<file path="src/rtl/serial_addsub_ctrl_pkg.sv">
// Shared definitions for the bit-serial add/subtract controller:
// FSM state encoding, operating-mode constants and a counter sizing helper.
package addsub_pkg;

  typedef enum logic [1:0] {
    ST_IDLE = 2'd0,
    ST_RUN  = 2'd1,
    ST_FIN  = 2'd2
  } state_e;

  localparam logic MODE_ADD = 1'b0;
  localparam logic MODE_SUB = 1'b1;

  // Ceiling log2, used to size the bit counter (clog2(1) = 0).
  function automatic int clog2(input int value);
    int result;
    int rem;
    result = 0;
    rem    = value - 1;
    while (rem > 0) begin
      result = result + 1;
      rem    = rem >> 1;
    end
    return result;
  endfunction

endpackage

</file>
<file path="src/rtl/serial_addsub_ctrl_fa_cell.sv">
// One-bit full adder cell time-shared by the serial controller.
// Built from two half adders; the two partial carries are ORed together.

module serial_ha (
  input  logic x,
  input  logic y,
  output logic s,
  output logic c
);
  assign s = x ^ y;
  assign c = x & y;
endmodule

module serial_fa_cell (
  input  logic x,
  input  logic y,
  input  logic cin,
  output logic s,
  output logic co
);
  logic p_s;
  logic g_lo_s;
  logic g_hi_s;

  serial_ha u_ha_lo (
    .x (x),
    .y (y),
    .s (p_s),
    .c (g_lo_s)
  );

  serial_ha u_ha_hi (
    .x (p_s),
    .y (cin),
    .s (s),
    .c (g_hi_s)
  );

  assign co = g_lo_s | g_hi_s;
endmodule

</file>
<file path="src/rtl/serial_addsub_ctrl.sv">
// Bit-serial add/subtract controller. A single full adder cell is stepped
// across the operands LSB first, one bit per clock. Subtraction is done as
// a + ~b + 1 by inverting b at load time and seeding the carry with 1.
module serial_addsub_ctrl
  import addsub_pkg::*;
#(
  parameter int WIDTH = 8
) (
  input  logic             clk,
  input  logic             rst_n,
  input  logic             start,
  input  logic             sub,
  input  logic [WIDTH-1:0] a,
  input  logic [WIDTH-1:0] b,
  output logic             busy,
  output logic             done,
  output logic [WIDTH-1:0] sum,
  output logic             cout,
  output logic             ovf
);

  localparam int CNT_W = clog2(WIDTH) + 1;
  localparam logic [CNT_W-1:0] CNT_LAST = CNT_W'(WIDTH - 1);

  state_e           state_q, state_d;
  logic [WIDTH-1:0] ra_q, ra_d;
  logic [WIDTH-1:0] rb_q, rb_d;
  logic [WIDTH-1:0] rs_q, rs_d;
  logic             carry_q, carry_d;
  logic [CNT_W-1:0] cnt_q, cnt_d;
  logic             busy_q, busy_d;
  logic             done_q, done_d;
  logic [WIDTH-1:0] sum_q, sum_d;
  logic             cout_q, cout_d;
  logic             ovf_q, ovf_d;

  logic             fa_s;
  logic             fa_co;
  logic             last_bit_s;
  logic             c_msb_in_s;
  logic [WIDTH-1:0] rs_shift_s;

  serial_fa_cell u_fa (
    .x   (ra_q[0]),
    .y   (rb_q[0]),
    .cin (carry_q),
    .s   (fa_s),
    .co  (fa_co)
  );

  assign last_bit_s = (cnt_q == CNT_LAST);
  // On the last RUN cycle the carry flop still holds the carry into the MSB.
  assign c_msb_in_s = carry_q;
  assign rs_shift_s = {fa_s, rs_q[WIDTH-1:1]};

  // Next-state, datapath and registered-output logic.
  always_comb begin
    state_d = state_q;
    ra_d    = ra_q;
    rb_d    = rb_q;
    rs_d    = rs_q;
    carry_d = carry_q;
    cnt_d   = cnt_q;
    sum_d   = sum_q;
    cout_d  = cout_q;
    ovf_d   = ovf_q;
    case (state_q)
      ST_IDLE: begin
        if (start) begin
          state_d = ST_RUN;
          ra_d    = a;
          rb_d    = (sub == MODE_SUB) ? ~b : b;
          carry_d = sub;
          cnt_d   = '0;
        end else begin
          state_d = ST_IDLE;
        end
      end
      ST_RUN: begin
        rs_d    = rs_shift_s;
        ra_d    = {1'b0, ra_q[WIDTH-1:1]};
        rb_d    = {1'b0, rb_q[WIDTH-1:1]};
        carry_d = fa_co;
        cnt_d   = cnt_q + CNT_W'(1);
        if (last_bit_s) begin
          state_d = ST_FIN;
          sum_d   = rs_shift_s;
          cout_d  = fa_co;
          ovf_d   = c_msb_in_s ^ fa_co;
        end else begin
          state_d = ST_RUN;
        end
      end
      ST_FIN: begin
        state_d = ST_IDLE;
      end
      default: begin
        state_d = ST_IDLE;
      end
    endcase
    busy_d = (state_d == ST_RUN);
    done_d = (state_d == ST_FIN);
  end

  // FSM state register.
  always_ff @(posedge clk or negedge rst_n) begin
    if (!rst_n) begin
      state_q <= ST_IDLE;
    end else begin
      state_q <= state_d;
    end
  end

  // Shift registers, carry, bit counter and result/handshake registers.
  always_ff @(posedge clk or negedge rst_n) begin
    if (!rst_n) begin
      ra_q    <= '0;
      rb_q    <= '0;
      rs_q    <= '0;
      carry_q <= 1'b0;
      cnt_q   <= '0;
      busy_q  <= 1'b0;
      done_q  <= 1'b0;
      sum_q   <= '0;
      cout_q  <= 1'b0;
      ovf_q   <= 1'b0;
    end else begin
      ra_q    <= ra_d;
      rb_q    <= rb_d;
      rs_q    <= rs_d;
      carry_q <= carry_d;
      cnt_q   <= cnt_d;
      busy_q  <= busy_d;
      done_q  <= done_d;
      sum_q   <= sum_d;
      cout_q  <= cout_d;
      ovf_q   <= ovf_d;
    end
  end

  assign busy = busy_q;
  assign done = done_q;
  assign sum  = sum_q;
  assign cout = cout_q;
  assign ovf  = ovf_q;

endmodule

</file>
<file path="config.mk">
export PLATFORM = sky130hd
export DESIGN_NAME = serial_addsub_ctrl
export DESIGN_NICKNAME = d
export VERILOG_FILES = /design/src/rtl/serial_addsub_ctrl_pkg.sv /design/src/rtl/serial_addsub_ctrl_fa_cell.sv /design/src/rtl/serial_addsub_ctrl.sv
export SDC_FILE = /design/constraint.sdc
export NUM_CORES = 1
export LEC_CHECK = 0
export CAP_MARGIN = 40
export CELL_PAD_IN_SITES_DETAIL_PLACEMENT = 1
export CELL_PAD_IN_SITES_GLOBAL_PLACEMENT = 2
export CORE_AREA = 2 2 82 84
export DETAILED_ROUTE_END_ITERATION = 12
export DIE_AREA = 0 0 84 86
export GPL_ROUTABILITY_DRIVEN = 0
export PLACE_DENSITY_LB_ADDON = 0.3
export SYNTH_ARGS = -nofsm -noshare
export SYNTH_HDL_FRONTEND = slang
export SYNTH_SLANG_ARGS = --single-unit
</file>
<file path="constraint.sdc">
create_clock -name clk -period 1.4 [get_ports clk]
set_input_delay 0.21 -clock clk [delete_from_list [all_inputs] [get_ports clk]]
set_output_delay 0.21 -clock clk [all_outputs]
set_load 0.05 [all_outputs]
</file>
==> results of run 1 <==
per-stage QoR:
step / instances / hold WS (ns) / cell area (um^2)
final: 304 / 0.375 / 2760
after global routing: 304 / 0.388 / 2760
after CTS: 304 / 0.382 / 2790
after detailed placement: 288 / 0.171 / 2560
after global placement: 288 / 0.166 / 2560
after floorplan: 171 / -0.0856 / 1930
worst max-delay path, stage by stage (launching register included):
cell                      delay, ns
sky130_fd_sc_hd__dfrtp_1       0.42
sky130_fd_sc_hd__ha_4          0.18
sky130_fd_sc_hd__nand2_4       0.06
sky130_fd_sc_hd__nor3_4        0.16
sky130_fd_sc_hd__buf_6         0.18
sky130_fd_sc_hd__mux2_4        0.30
cell families (layout without fill, tap and decap cells):
family / count (synthesis) / in the layout
buf+inv: 12 / 68
xor+xnor: 9 / 9
compound gates: 38 / 38
mux: 10 / 10
simple gates: 58 / 58
fa+ha+maj: 2 / 2
flops: 42 / 42
layer usage:
| metal | share of wire | track usage |
|---|---|---|
| met5 | 0 | 0 |
| met4 | 0.011 | 0.0367 |
| met3 | 0.045 | 0.0404 |
| met2 | 0.50 | 0.241 |
| met1 | 0.44 | 0.172 |
registers in the layout, summed over array words and instances, names as in the netlist:
name        count
cnt_q           4
state_q         2
rb_q            8
ovf             1
sum             8
cout            1
rs_q            7
busy            1
c_msb_in_s      1
done            1
ra_q            8
cell type report:
class	count	area share
Sequential cell	42	0.381
Inverter	3	0.00408
Clock buffer	6	0.0263
Timing Repair Buffer	57	0.237
Tap cell	77	0.0349
Clock inverter	2	0.0136
Multi-Input combinational cell	117	0.303
power by group through the flow:
stage               clock (mW)  sequential [mW]  combinational (mW)
floorplan                    0             2.44                1.27
global route              1.05             2.17                3.32
CTS                      0.992             2.11                3.08
finish                   0.960             2.11                3.04
global placement             0             2.08                2.80
detailed placement           0             2.12                2.90
worst paths after layout:
path	depth (start not counted)	end
max	5	ovf
min	2	sum[1]
max reg2reg	5	ovf
min reg2reg	2	rs_q[1]
max in group asynchronous	3	rb_q[4]
min in group clk	2	rs_q[1]
what timing repair did:
item,4_1_cts,5_1_grt
endpoints found under the hold margin,17,0
gates resized for setup,8,1
setup endpoints to repair,12,15
setup buffers,6,2
cloned,1,0
pin swaps,3,2
hold buffers,1,0
cell usage in the layout (no fill, tap or decap), drive strengths merged, types with 2 or more instances in the layout:
master / n
xor2: 7
nand3: 4
mux2: 10
nor3: 2
o221ai: 2
nor3b: 2
buf: 38
nor2b: 3
nand2: 41
dfrtp: 42
o21ai: 11
a21oi: 5
clkbuf: 6
clkdlybuf4s50: 18
and2b: 2
a22oi: 16
inv: 3
nor2: 2
xnor2: 2
==> impl_metrics.xml, run 1 <==
<?xml version="1.0" encoding="UTF-8"?>
<metrics>
  <group name="finish">
    <metric name="layout.area.seq" unit="mm^2">0.00105</metric>
    <metric name="multiInputGateArea" unit="um^2">837</metric>
    <metric name="fill_cells" unit="">673</metric>
    <metric name="finalNetCount" unit="">248</metric>
    <metric name="layout-drive-gt1-share" unit="">0.282</metric>
    <metric name="post-route-util" unit="">0.440</metric>
    <metric name="syn_to_final_growth" unit="%">43.0</metric>
    <metric name="antenna_cell_count" unit="">0</metric>
  </group>
  <group name="clock_tree">
    <metric name="cts-root-buf" unit="">sky130_fd_sc_hd__clkbuf_8</metric>
    <metric name="cts_tree" unit="">yes</metric>
    <metric name="post_cts_clock_slew_at_the_launch_and_capture_registers_of_the_worst_setup_and_hold_paths" unit="ns">0.08</metric>
    <metric name="h_tree_depth" unit="">2</metric>
    <metric name="cts_inserted_buffers" unit="">5</metric>
    <metric name="cts_max_path_buffers" unit="">2</metric>
    <metric name="cts.sinks" unit="">42</metric>
    <metric name="insertion_delay" unit="ns">0.29</metric>
  </group>
  <group name="floorplan">
    <metric name="floorplan.rows" unit="">29</metric>
    <metric name="io_pins" unit="">32</metric>
    <metric name="initial_core_util" unit="">0.308</metric>
    <metric name="die_footprint" unit="mm^2">0.00722</metric>
    <metric name="core-area" unit="mm^2">0.00628</metric>
    <metric name="die-height" unit="um">86</metric>
    <metric name="fp.dieW" unit="um">84</metric>
  </group>
  <group name="detailed_routing">
    <metric name="drt_pass1_iterations" unit="">4</metric>
    <metric name="dr.first_iter.drc_count" unit="">38</metric>
    <metric name="post_drt_via_cell_ratio" unit="">4.82</metric>
    <metric name="post_drt_wl_per_cell" unit="um">14.9</metric>
    <metric name="drc_errors" unit="">0</metric>
    <metric name="route.vias.total" unit="">1464</metric>
    <metric name="drt_wirelength" unit="um">4530</metric>
    <metric name="antenna_left" unit="">0</metric>
  </group>
  <group name="worst_hold_path">
    <metric name="timing.hold.worst.class" unit="">in2async</metric>
  </group>
  <group name="sta">
    <metric name="post-route-period-util" unit="">1.01</metric>
    <metric name="worst_slew_margin" unit="">0.716</metric>
    <metric name="tns" unit="ns">-0.0566</metric>
    <metric name="rsz_0062_raised_after_global_routing" unit="">yes</metric>
    <metric name="tightestPinTransition" unit="ns">0.426</metric>
    <metric name="post_layout_worst_setup_margin" unit="ns">-0.0156</metric>
    <metric name="finalClockSkew" unit="ns">0.0101</metric>
    <metric name="timing.final.hold_violations" unit="">0</metric>
    <metric name="timing_max_transition_violations_final" unit="">0</metric>
    <metric name="min_cycle_time_layout" unit="ns">1.42</metric>
    <metric name="timing.final.setup_violations" unit="">5</metric>
    <metric name="fmax" unit="GHz">0.706</metric>
  </group>
  <group name="synth">
    <metric name="ys_ff_latch" unit="">42</metric>
    <metric name="combinational_family_with_the_most_area_after_synthesis" unit="">simple AND/OR/NAND/NOR gates</metric>
    <metric name="synth_compound_gate_area_share" unit="">0.137</metric>
    <metric name="synth_area" unit="mm^2">0.00193</metric>
    <metric name="post-synth-top-area-fraction" unit="">0.544</metric>
    <metric name="synthTopCellsByCount" unit="">sky130_fd_sc_hd__dfrtp_1, sky130_fd_sc_hd__nand2_1, sky130_fd_sc_hd__a22oi_1</metric>
    <metric name="most_area_hungry_cell_type_in_the_yosys_netlist" unit="">sky130_fd_sc_hd__dfrtp_1</metric>
    <metric name="yosys-mux-area-fraction" unit="">0.0758</metric>
    <metric name="yosys.area_share.adder" unit="">0.0169</metric>
    <metric name="yosysWarnings" unit="">0</metric>
    <metric name="synth_enable_flop_cells" unit="">0</metric>
    <metric name="average_footprint_of_a_synthesized_cell" unit="um^2">11.3</metric>
    <metric name="synth_most_common_cell" unit="">sky130_fd_sc_hd__dfrtp_1</metric>
    <metric name="yosys.area_share.xor_xnor" unit="">0.0408</metric>
    <metric name="synth.top_cells.by_area" unit="">sky130_fd_sc_hd__dfrtp_1, sky130_fd_sc_hd__nand2_1, sky130_fd_sc_hd__mux2_4</metric>
    <metric name="synth_top_flop_cell" unit="">sky130_fd_sc_hd__dfrtp_1</metric>
    <metric name="yosysSeqAreaShare" unit="">0.544</metric>
    <metric name="post_synth_num_cell_types" unit="">33</metric>
    <metric name="synth-simple-area-share" unit="">0.146</metric>
    <metric name="ys_async_sr_fraction" unit="">1.00</metric>
    <metric name="syn_inst" unit="">171</metric>
    <metric name="postSynthNetCount" unit="">193</metric>
  </group>
  <group name="power_and_ir_drop">
    <metric name="netSwitchingPower" unit="mW">2.34</metric>
    <metric name="power.total" unit="mW">6.10</metric>
    <metric name="power_density" unit="mW/mm^2">2210</metric>
    <metric name="switching_share" unit="">0.383</metric>
    <metric name="peakVddDrop" unit="mV">0.973</metric>
    <metric name="clockPowerShare" unit="">0.157</metric>
    <metric name="power.share.sequential" unit="">0.345</metric>
    <metric name="p_comb_frac" unit="">0.498</metric>
    <metric name="p_int" unit="mW">3.77</metric>
    <metric name="power.leakage" unit="nW">1.27</metric>
  </group>
  <group name="global_route">
    <metric name="grt_start_max_net_pins" unit="">26</metric>
    <metric name="grt_util_all_layers" unit="">0.139</metric>
    <metric name="grt_pass1_vias" unit="">1576</metric>
    <metric name="wire_length_of_the_first_global_routing_pass" unit="um">7910</metric>
    <metric name="globalRouteOverflowTotal" unit="">0</metric>
    <metric name="grt_antenna_before_repair" unit="">0</metric>
  </group>
  <group name="place">
    <metric name="preCtsSetupSlack" unit="ns">-0.104</metric>
    <metric name="detailed_place_hpwl" unit="um">3250</metric>
    <metric name="buffer_ports.inserted" unit="">31</metric>
  </group>
  <group name="worst_setup_path">
    <metric name="crit_start" unit="">cnt_q[0]</metric>
    <metric name="worst_ep_required_time" unit="ns">1.57</metric>
    <metric name="r2r-start" unit="">cnt_q[0]</metric>
    <metric name="critical_path_class" unit="">reg2reg</metric>
    <metric name="crit_path_end_kind" unit="">register</metric>
    <metric name="startpoint_type_of_the_worst_setup_path" unit="">register</metric>
    <metric name="regToRegSetupSlack" unit="ns">-0.02</metric>
    <metric name="crit_path_max_fo" unit="">6</metric>
    <metric name="worstPathArrival" unit="ns">1.59</metric>
  </group>
  <group name="job">
    <metric name="timing.max_cap.violations" unit="">0</metric>
  </group>
  <group name="run_status">
    <metric name="failed_checks" unit="">negative setup slack</metric>
    <metric name="outcome" unit="">finished, violations left</metric>
  </group>
</metrics>
No activity file was read; power rests on OpenSTA's default activity.
==> inputs of run 2 (changes only) <==
Settings changed: CORE_AREA 2 2 82 84 to 2 2 79 81, DIE_AREA 0 0 84 86 to 0 0 81 83.
Clock period 1.4 ns to 1.43 ns, I/O delays scaled along.
==> impl_metrics.xml, run 2 (synthesis results as in run 1) <==
<?xml version="1.0" encoding="UTF-8"?>
<metrics>
  <group name="finish">
    <metric name="layout_commonest_cell" unit="">sky130_fd_sc_hd__dfrtp_1</metric>
    <metric name="antenna_cell_count" unit="">0</metric>
    <metric name="multiInputGateArea" unit="um^2">816</metric>
    <metric name="syn_to_final_growth" unit="%">44.0</metric>
    <metric name="fin_cells" unit="">303</metric>
    <metric name="fin_area" unit="mm^2">0.00278</metric>
    <metric name="finalNetCount" unit="">250</metric>
    <metric name="fill_cells" unit="">644</metric>
    <metric name="layout.area.seq" unit="mm^2">0.00105</metric>
    <metric name="layout_common_cells" unit="">sky130_fd_sc_hd__dfrtp_1, sky130_fd_sc_hd__nand2_1, sky130_fd_sc_hd__buf_4</metric>
    <metric name="layout-drive-gt1-share" unit="">0.289</metric>
  </group>
  <group name="sta">
    <metric name="post-route-period-util" unit="">1.02</metric>
    <metric name="worst_slew_margin" unit="">0.699</metric>
    <metric name="tightestPinTransition" unit="ns">0.452</metric>
    <metric name="post_layout_worst_setup_margin" unit="ns">-0.0326</metric>
    <metric name="min_cycle_time_layout" unit="ns">1.46</metric>
    <metric name="timing.final.hold_violations" unit="">0</metric>
    <metric name="timing.final.setup_violations" unit="">10</metric>
    <metric name="fmax" unit="GHz">0.684</metric>
    <metric name="rsz_0062_raised_after_global_routing" unit="">yes</metric>
    <metric name="timing_max_transition_violations_final" unit="">0</metric>
    <metric name="worst_case_hold_slack" unit="ns">0.408</metric>
    <metric name="finalClockSkew" unit="ns">0.00514</metric>
  </group>
  <group name="detailed_routing">
    <metric name="route.vias.total" unit="">1499</metric>
    <metric name="post_drt_via_cell_ratio" unit="">4.95</metric>
    <metric name="post_drt_wl_per_cell" unit="um">15.4</metric>
    <metric name="detailroute.wirelength.met3" unit="um">193</metric>
    <metric name="drc_errors" unit="">0</metric>
    <metric name="wl_met2" unit="um">2400</metric>
    <metric name="antenna_left" unit="">0</metric>
    <metric name="top_signal_layer_used" unit="">met4</metric>
    <metric name="route.layer.met1.wl" unit="um">2000</metric>
    <metric name="dr.first_iter.drc_count" unit="">34</metric>
    <metric name="drt_wirelength" unit="um">4680</metric>
    <metric name="drt_pass1_iterations" unit="">6</metric>
  </group>
  <group name="power_and_ir_drop">
    <metric name="power.leakage" unit="nW">1.28</metric>
    <metric name="peakVddDrop" unit="mV">0.729</metric>
    <metric name="netSwitchingPower" unit="mW">2.27</metric>
    <metric name="switching_share" unit="">0.378</metric>
    <metric name="p_comb_frac" unit="">0.496</metric>
    <metric name="clockPowerShare" unit="">0.161</metric>
    <metric name="power.share.sequential" unit="">0.343</metric>
    <metric name="power_density" unit="mW/mm^2">2160</metric>
    <metric name="p_int" unit="mW">3.74</metric>
  </group>
  <group name="global_route">
    <metric name="grt_antenna_before_repair" unit="">0</metric>
    <metric name="grt_start_max_net_pins" unit="">26</metric>
    <metric name="wire_length_of_the_first_global_routing_pass" unit="um">7990</metric>
    <metric name="grt_util_all_layers" unit="">0.153</metric>
    <metric name="grt_pass1_vias" unit="">1637</metric>
    <metric name="globalRouteOverflowTotal" unit="">0</metric>
  </group>
  <group name="run_status">
    <metric name="failed_checks" unit="">negative setup slack</metric>
    <metric name="outcome" unit="">finished, violations left</metric>
  </group>
  <group name="floorplan">
    <metric name="die_footprint" unit="mm^2">0.00672</metric>
    <metric name="die-height" unit="um">83</metric>
    <metric name="floorplan.rows" unit="">28</metric>
    <metric name="initial_core_util" unit="">0.332</metric>
    <metric name="core-area" unit="mm^2">0.00582</metric>
    <metric name="io_pins" unit="">32</metric>
    <metric name="fp.dieW" unit="um">81</metric>
  </group>
  <group name="worst_setup_path">
    <metric name="worstPathArrival" unit="ns">1.65</metric>
    <metric name="critical_path_class" unit="">reg2reg</metric>
    <metric name="regToRegSetupSlack" unit="ns">-0.03</metric>
    <metric name="worst_ep_required_time" unit="ns">1.61</metric>
    <metric name="rr_worst_depth" unit="">6</metric>
    <metric name="crit_path_max_fo" unit="">5</metric>
    <metric name="startpoint_type_of_the_worst_setup_path" unit="">register</metric>
    <metric name="crit_path_end_kind" unit="">register</metric>
  </group>
  <group name="place">
    <metric name="postPlaceCellArea" unit="mm^2">0.00256</metric>
    <metric name="detailed_place_hpwl" unit="um">3320</metric>
    <metric name="dp.cells" unit="">288</metric>
    <metric name="buffer_ports.inserted" unit="">31</metric>
  </group>
  <group name="clock_tree">
    <metric name="insertion_delay" unit="ns">0.29</metric>
    <metric name="cts-root-buf" unit="">sky130_fd_sc_hd__clkbuf_8</metric>
    <metric name="post_cts_clock_slew_at_the_launch_and_capture_registers_of_the_worst_setup_and_hold_paths" unit="ns">0.08</metric>
    <metric name="cts.sinks" unit="">42</metric>
    <metric name="cts_max_path_buffers" unit="">2</metric>
    <metric name="cts_tree" unit="">yes</metric>
    <metric name="h_tree_depth" unit="">2</metric>
    <metric name="cts_inserted_buffers" unit="">5</metric>
  </group>
  <group name="job">
    <metric name="timing.max_cap.violations" unit="">0</metric>
  </group>
  <group name="worst_hold_path">
    <metric name="timing.hold.worst.class" unit="">in2async</metric>
  </group>
</metrics>
-- run 2: final timing paths --
kind / start / end
max in group asynchronous: rst_n / c_msb_in_s
worst min register to register: rb_q[2] / rb_q[2]
worst max-delay path: cnt_q[0] / sum[7]
worst max register to register: cnt_q[0] / sum[7]
min in group clk: rb_q[2] / rb_q[2]
worst min-delay path: rst_n / ra_q[2]
-- run 2: metal layers --
layer | global-route usage | vias up
li1 | - | 707
met1 | 0.188 | 747
met2 | 0.258 | 36
met3 | 0.0380 | 9
met4 | 0.0508 | 0
met5 | 0 | -
-- run 2: area by class of cell --
| cell class | instances | share of cell area |
|---|---|---|
| Inverter | 3 | 0.00405 |
| Clock buffer | 6 | 0.0297 |
| Multi-Input combinational cell | 117 | 0.293 |
| Clock inverter | 1 | 0.0108 |
| Timing Repair Buffer | 59 | 0.250 |
| Tap cell | 75 | 0.0338 |
| Sequential cell | 42 | 0.378 |
-- run 2: per-stage QoR --
stage | setup slack (ns) | TNS [ns] | power [mW] | util
after floorplan | 0.00203 | 0 | 3.63 | -
after global placement | -0.0195 | -0.0195 | 4.80 | 0.440
after detailed placement | -0.169 | -1.16 | 4.92 | 0.440
after CTS | -0.0325 | -0.272 | 6.02 | 0.474
after global routing | -0.0803 | -0.752 | 6.42 | 0.478
final | -0.0326 | -0.276 | 6.01 | 0.478
-- run 2: repair_timing --
item | in CTS | in global routing
resized for setup | 4 | 1
hold buffers | 1 | 0
hold endpoints to repair | 17 | 0
pin swaps | 3 | 1
gates cloned | 1 | 0
buffers inserted | 3 | 3
setup endpoints to repair | 11 | 11
-- run 2: power groups by stage --
stage,clock network [mW],registers (mW),logic [mW]
global route,1.06,2.12,3.24
global placement,0,2.05,2.75
floorplan,0,2.39,1.24
finish,0.966,2.06,2.98
detailed placement,0,2.08,2.83
CTS,0.999,2.06,2.96
-- run 2: critical path: stages (launching register included) --
cell	delay, ns
sky130_fd_sc_hd__dfrtp_1	0.38
sky130_fd_sc_hd__ha_2	0.21
sky130_fd_sc_hd__nand2_2	0.07
sky130_fd_sc_hd__nor3_4	0.15
sky130_fd_sc_hd__buf_12	0.14
sky130_fd_sc_hd__buf_16	0.11
sky130_fd_sc_hd__mux2_4	0.29
==> inputs of run 3 (changes only) <==
Clock period 1.43 ns to 1.46 ns, I/O delays scaled along.
==> impl_metrics.xml, run 3 (synthesis results as in run 1) <==
<?xml version="1.0" encoding="UTF-8"?>
<metrics>
  <group name="run_status">
    <metric name="outcome" unit="">complete, no violations</metric>
  </group>
  <group name="worst_setup_path">
    <metric name="rr_worst_depth" unit="">5</metric>
    <metric name="path_cells" unit="">ha_2, nand2_4, nor3_4, buf_12, mux2_4</metric>
    <metric name="worst-path-buf-inv" unit="">1</metric>
    <metric name="worstPathArrival" unit="ns">1.59</metric>
    <metric name="crit_family" unit="">flip-flops</metric>
    <metric name="worst_ep_required_time" unit="ns">1.64</metric>
    <metric name="max_stage_delay" unit="ns">0.37</metric>
    <metric name="worst_r2r_endpoint" unit="">sum[3]</metric>
    <metric name="startpoint_type_of_the_worst_setup_path" unit="">register</metric>
    <metric name="regToRegSetupSlack" unit="ns">0.04</metric>
    <metric name="setup.worst_path.end" unit="">sum[3]</metric>
    <metric name="critical_path.slowest_cell" unit="">sky130_fd_sc_hd__dfrtp_1</metric>
    <metric name="r2r-start" unit="">cnt_q[0]</metric>
    <metric name="critical_path_class" unit="">reg2reg</metric>
    <metric name="cp.depth" unit="">5</metric>
    <metric name="crit_path_end_kind" unit="">register</metric>
    <metric name="crit_start" unit="">cnt_q[0]</metric>
    <metric name="crit_path_max_fo" unit="">10</metric>
  </group>
  <group name="floorplan">
    <metric name="core-area" unit="mm^2">0.00582</metric>
    <metric name="floorplan.rows" unit="">28</metric>
    <metric name="initial_core_util" unit="">0.332</metric>
    <metric name="io_pins" unit="">32</metric>
    <metric name="fp.dieW" unit="um">81</metric>
    <metric name="die-height" unit="um">83</metric>
    <metric name="die_footprint" unit="mm^2">0.00672</metric>
  </group>
  <group name="detailed_routing">
    <metric name="post_drt_wl_per_cell" unit="um">15.2</metric>
    <metric name="post_drt_via_cell_ratio" unit="">4.94</metric>
    <metric name="drc_errors" unit="">0</metric>
    <metric name="drt_pass1_iterations" unit="">4</metric>
    <metric name="drt_wirelength" unit="um">4460</metric>
    <metric name="antenna_left" unit="">0</metric>
    <metric name="dr.first_iter.drc_count" unit="">60</metric>
    <metric name="route.vias.total" unit="">1453</metric>
  </group>
  <group name="global_route">
    <metric name="grt_start_max_net_pins" unit="">26</metric>
    <metric name="grt_util_all_layers" unit="">0.150</metric>
    <metric name="grt_antenna_before_repair" unit="">0</metric>
    <metric name="globalRouteOverflowTotal" unit="">0</metric>
    <metric name="grt_pass1_vias" unit="">1643</metric>
    <metric name="wire_length_of_the_first_global_routing_pass" unit="um">7870</metric>
  </group>
  <group name="power_and_ir_drop">
    <metric name="netSwitchingPower" unit="mW">2.21</metric>
    <metric name="p_comb_frac" unit="">0.497</metric>
    <metric name="power.leakage" unit="nW">1.22</metric>
    <metric name="power_density" unit="mW/mm^2">2070</metric>
    <metric name="switching_share" unit="">0.400</metric>
    <metric name="p_int" unit="mW">3.31</metric>
    <metric name="clockPowerShare" unit="">0.136</metric>
    <metric name="power.share.sequential" unit="">0.367</metric>
    <metric name="peakVddDrop" unit="mV">0.744</metric>
  </group>
  <group name="worst_hold_path">
    <metric name="timing.hold.worst.class" unit="">in2async</metric>
  </group>
  <group name="sta">
    <metric name="min_cycle_time_layout" unit="ns">1.42</metric>
    <metric name="post-route-period-util" unit="">0.971</metric>
    <metric name="post_layout_worst_setup_margin" unit="ns">0.0427</metric>
    <metric name="rsz_0062_raised_after_global_routing" unit="">yes</metric>
    <metric name="tightestPinTransition" unit="ns">0.454</metric>
    <metric name="finalClockSkew" unit="ns">0.00677</metric>
    <metric name="worst_case_hold_slack" unit="ns">0.407</metric>
    <metric name="fmax" unit="GHz">0.706</metric>
    <metric name="timing.final.setup_violations" unit="">0</metric>
    <metric name="timing.final.hold_violations" unit="">0</metric>
    <metric name="worst_slew_margin" unit="">0.697</metric>
    <metric name="timing_max_transition_violations_final" unit="">0</metric>
  </group>
  <group name="finish">
    <metric name="layout-drive-gt1-share" unit="">0.260</metric>
    <metric name="layout_common_cells" unit="">sky130_fd_sc_hd__dfrtp_1, sky130_fd_sc_hd__nand2_1, sky130_fd_sc_hd__clkdlybuf4s50_1</metric>
    <metric name="fin_area" unit="mm^2">0.00266</metric>
    <metric name="finalNetCount" unit="">240</metric>
    <metric name="layout_commonest_cell" unit="">sky130_fd_sc_hd__dfrtp_1</metric>
    <metric name="antenna_cell_count" unit="">0</metric>
    <metric name="syn_to_final_growth" unit="%">37.7</metric>
    <metric name="post-route-util" unit="">0.457</metric>
  </group>
  <group name="clock_tree">
    <metric name="post_cts_clock_slew_at_the_launch_and_capture_registers_of_the_worst_setup_and_hold_paths" unit="ns">0.09</metric>
    <metric name="cts_tree" unit="">yes</metric>
    <metric name="h_tree_depth" unit="">2</metric>
    <metric name="cts_max_path_buffers" unit="">2</metric>
    <metric name="cts-root-buf" unit="">sky130_fd_sc_hd__clkbuf_8</metric>
    <metric name="cts_inserted_buffers" unit="">5</metric>
    <metric name="cts.sinks" unit="">42</metric>
    <metric name="insertion_delay" unit="ns">0.29</metric>
    <metric name="post-cts-setup-buffers" unit="">0</metric>
  </group>
  <group name="place">
    <metric name="buffer_ports.inserted" unit="">31</metric>
    <metric name="detailed_place_hpwl" unit="um">3300</metric>
    <metric name="preCtsSetupSlack" unit="ns">-0.0549</metric>
    <metric name="postPlaceCellArea" unit="mm^2">0.00254</metric>
  </group>
  <group name="job">
    <metric name="timing.max_cap.violations" unit="">0</metric>
  </group>
</metrics>
run 3: changes by cell type in the layout (fill, tap and decap cells not counted):
cell / delta
sky130_fd_sc_hd__buf_4: -9
sky130_fd_sc_hd__buf_12: -1
sky130_fd_sc_hd__buf_16: -1
sky130_fd_sc_hd__buf_6: +1
sky130_fd_sc_hd__bufinv_16: -1
sky130_fd_sc_hd__clkbuf_8: -1
sky130_fd_sc_hd__clkinv_2: +1
sky130_fd_sc_hd__clkinv_4: +1
sky130_fd_sc_hd__clkinvlp_4: +1
sky130_fd_sc_hd__nand2_2: -1
sky130_fd_sc_hd__nand2_4: +1
run 3: worst register-to-register path, stage by stage, from the launching register on:
cell                      delay [ns]
sky130_fd_sc_hd__dfrtp_1        0.37
sky130_fd_sc_hd__ha_2           0.21
sky130_fd_sc_hd__nand2_4        0.07
sky130_fd_sc_hd__nor3_4         0.17
sky130_fd_sc_hd__buf_12         0.17
sky130_fd_sc_hd__mux2_4         0.31
run 3: worst min-delay path by stage:
stage,start,endpoint,slack [ns],depth (start not counted)
finish,rst_n,cnt_q[2],0.41,2
global route,rst_n,state_q[0],0.44,2
CTS,rst_n,busy,0.41,2
detailed placement,rst_n,sum[0],0.20,1
floorplan,rst_n,busy,-0.08,0
global placement,rst_n,sum[0],0.18,1
run 3: what timing repair did:
item	in CTS	in global routing
endpoints found under the hold margin	17	0
pin swaps	1	0
hold buffers	1	0
resized for setup	0	6
endpoints found under the setup margin	10	18
run 3: layer usage:
metal | up-vias | wire length, um | GRT usage | share of wire
li1 | 683 | - | - | -
met1 | 727 | 1850 | 0.195 | 0.42
met2 | 39 | 2360 | 0.246 | 0.53
met3 | 4 | 197 | 0.0402 | 0.044
met4 | 0 | 40 | 0.0385 | 0.0090
met5 | - | 0 | 0 | 0
run 3: area by class of cell:
class / instances / area, um^2
fillers: 658 / 3160
flip-flops and latches: 42 / 1050
multi-input cells: 117 / 821
repair buffers: 49 / 592
well taps: 75 / 93.8
clock buffers: 5 / 68.8
clock inverters: 3 / 21.3
inverters: 3 / 11.3
run 3: stage by stage:
step / power [mW] / setup TNS [ns] / std cells
final: 5.51 / 0 / 294
after CTS: 5.56 / 0 / 294
after detailed placement: 4.79 / -0.216 / 285
after global placement: 4.64 / -0.00197 / 285
after floorplan: 3.55 / 0 / 171
after global routing: 5.92 / -0.218 / 294
run 3: power by group through the flow:
stage	clock, mW	sequential [mW]	combinational (mW)
floorplan	0	2.34	1.21
global placement	0	2.01	2.63
CTS	0.779	2.03	2.75
global route	0.840	2.10	2.99
finish	0.749	2.02	2.74
detailed placement	0	2.05	2.74
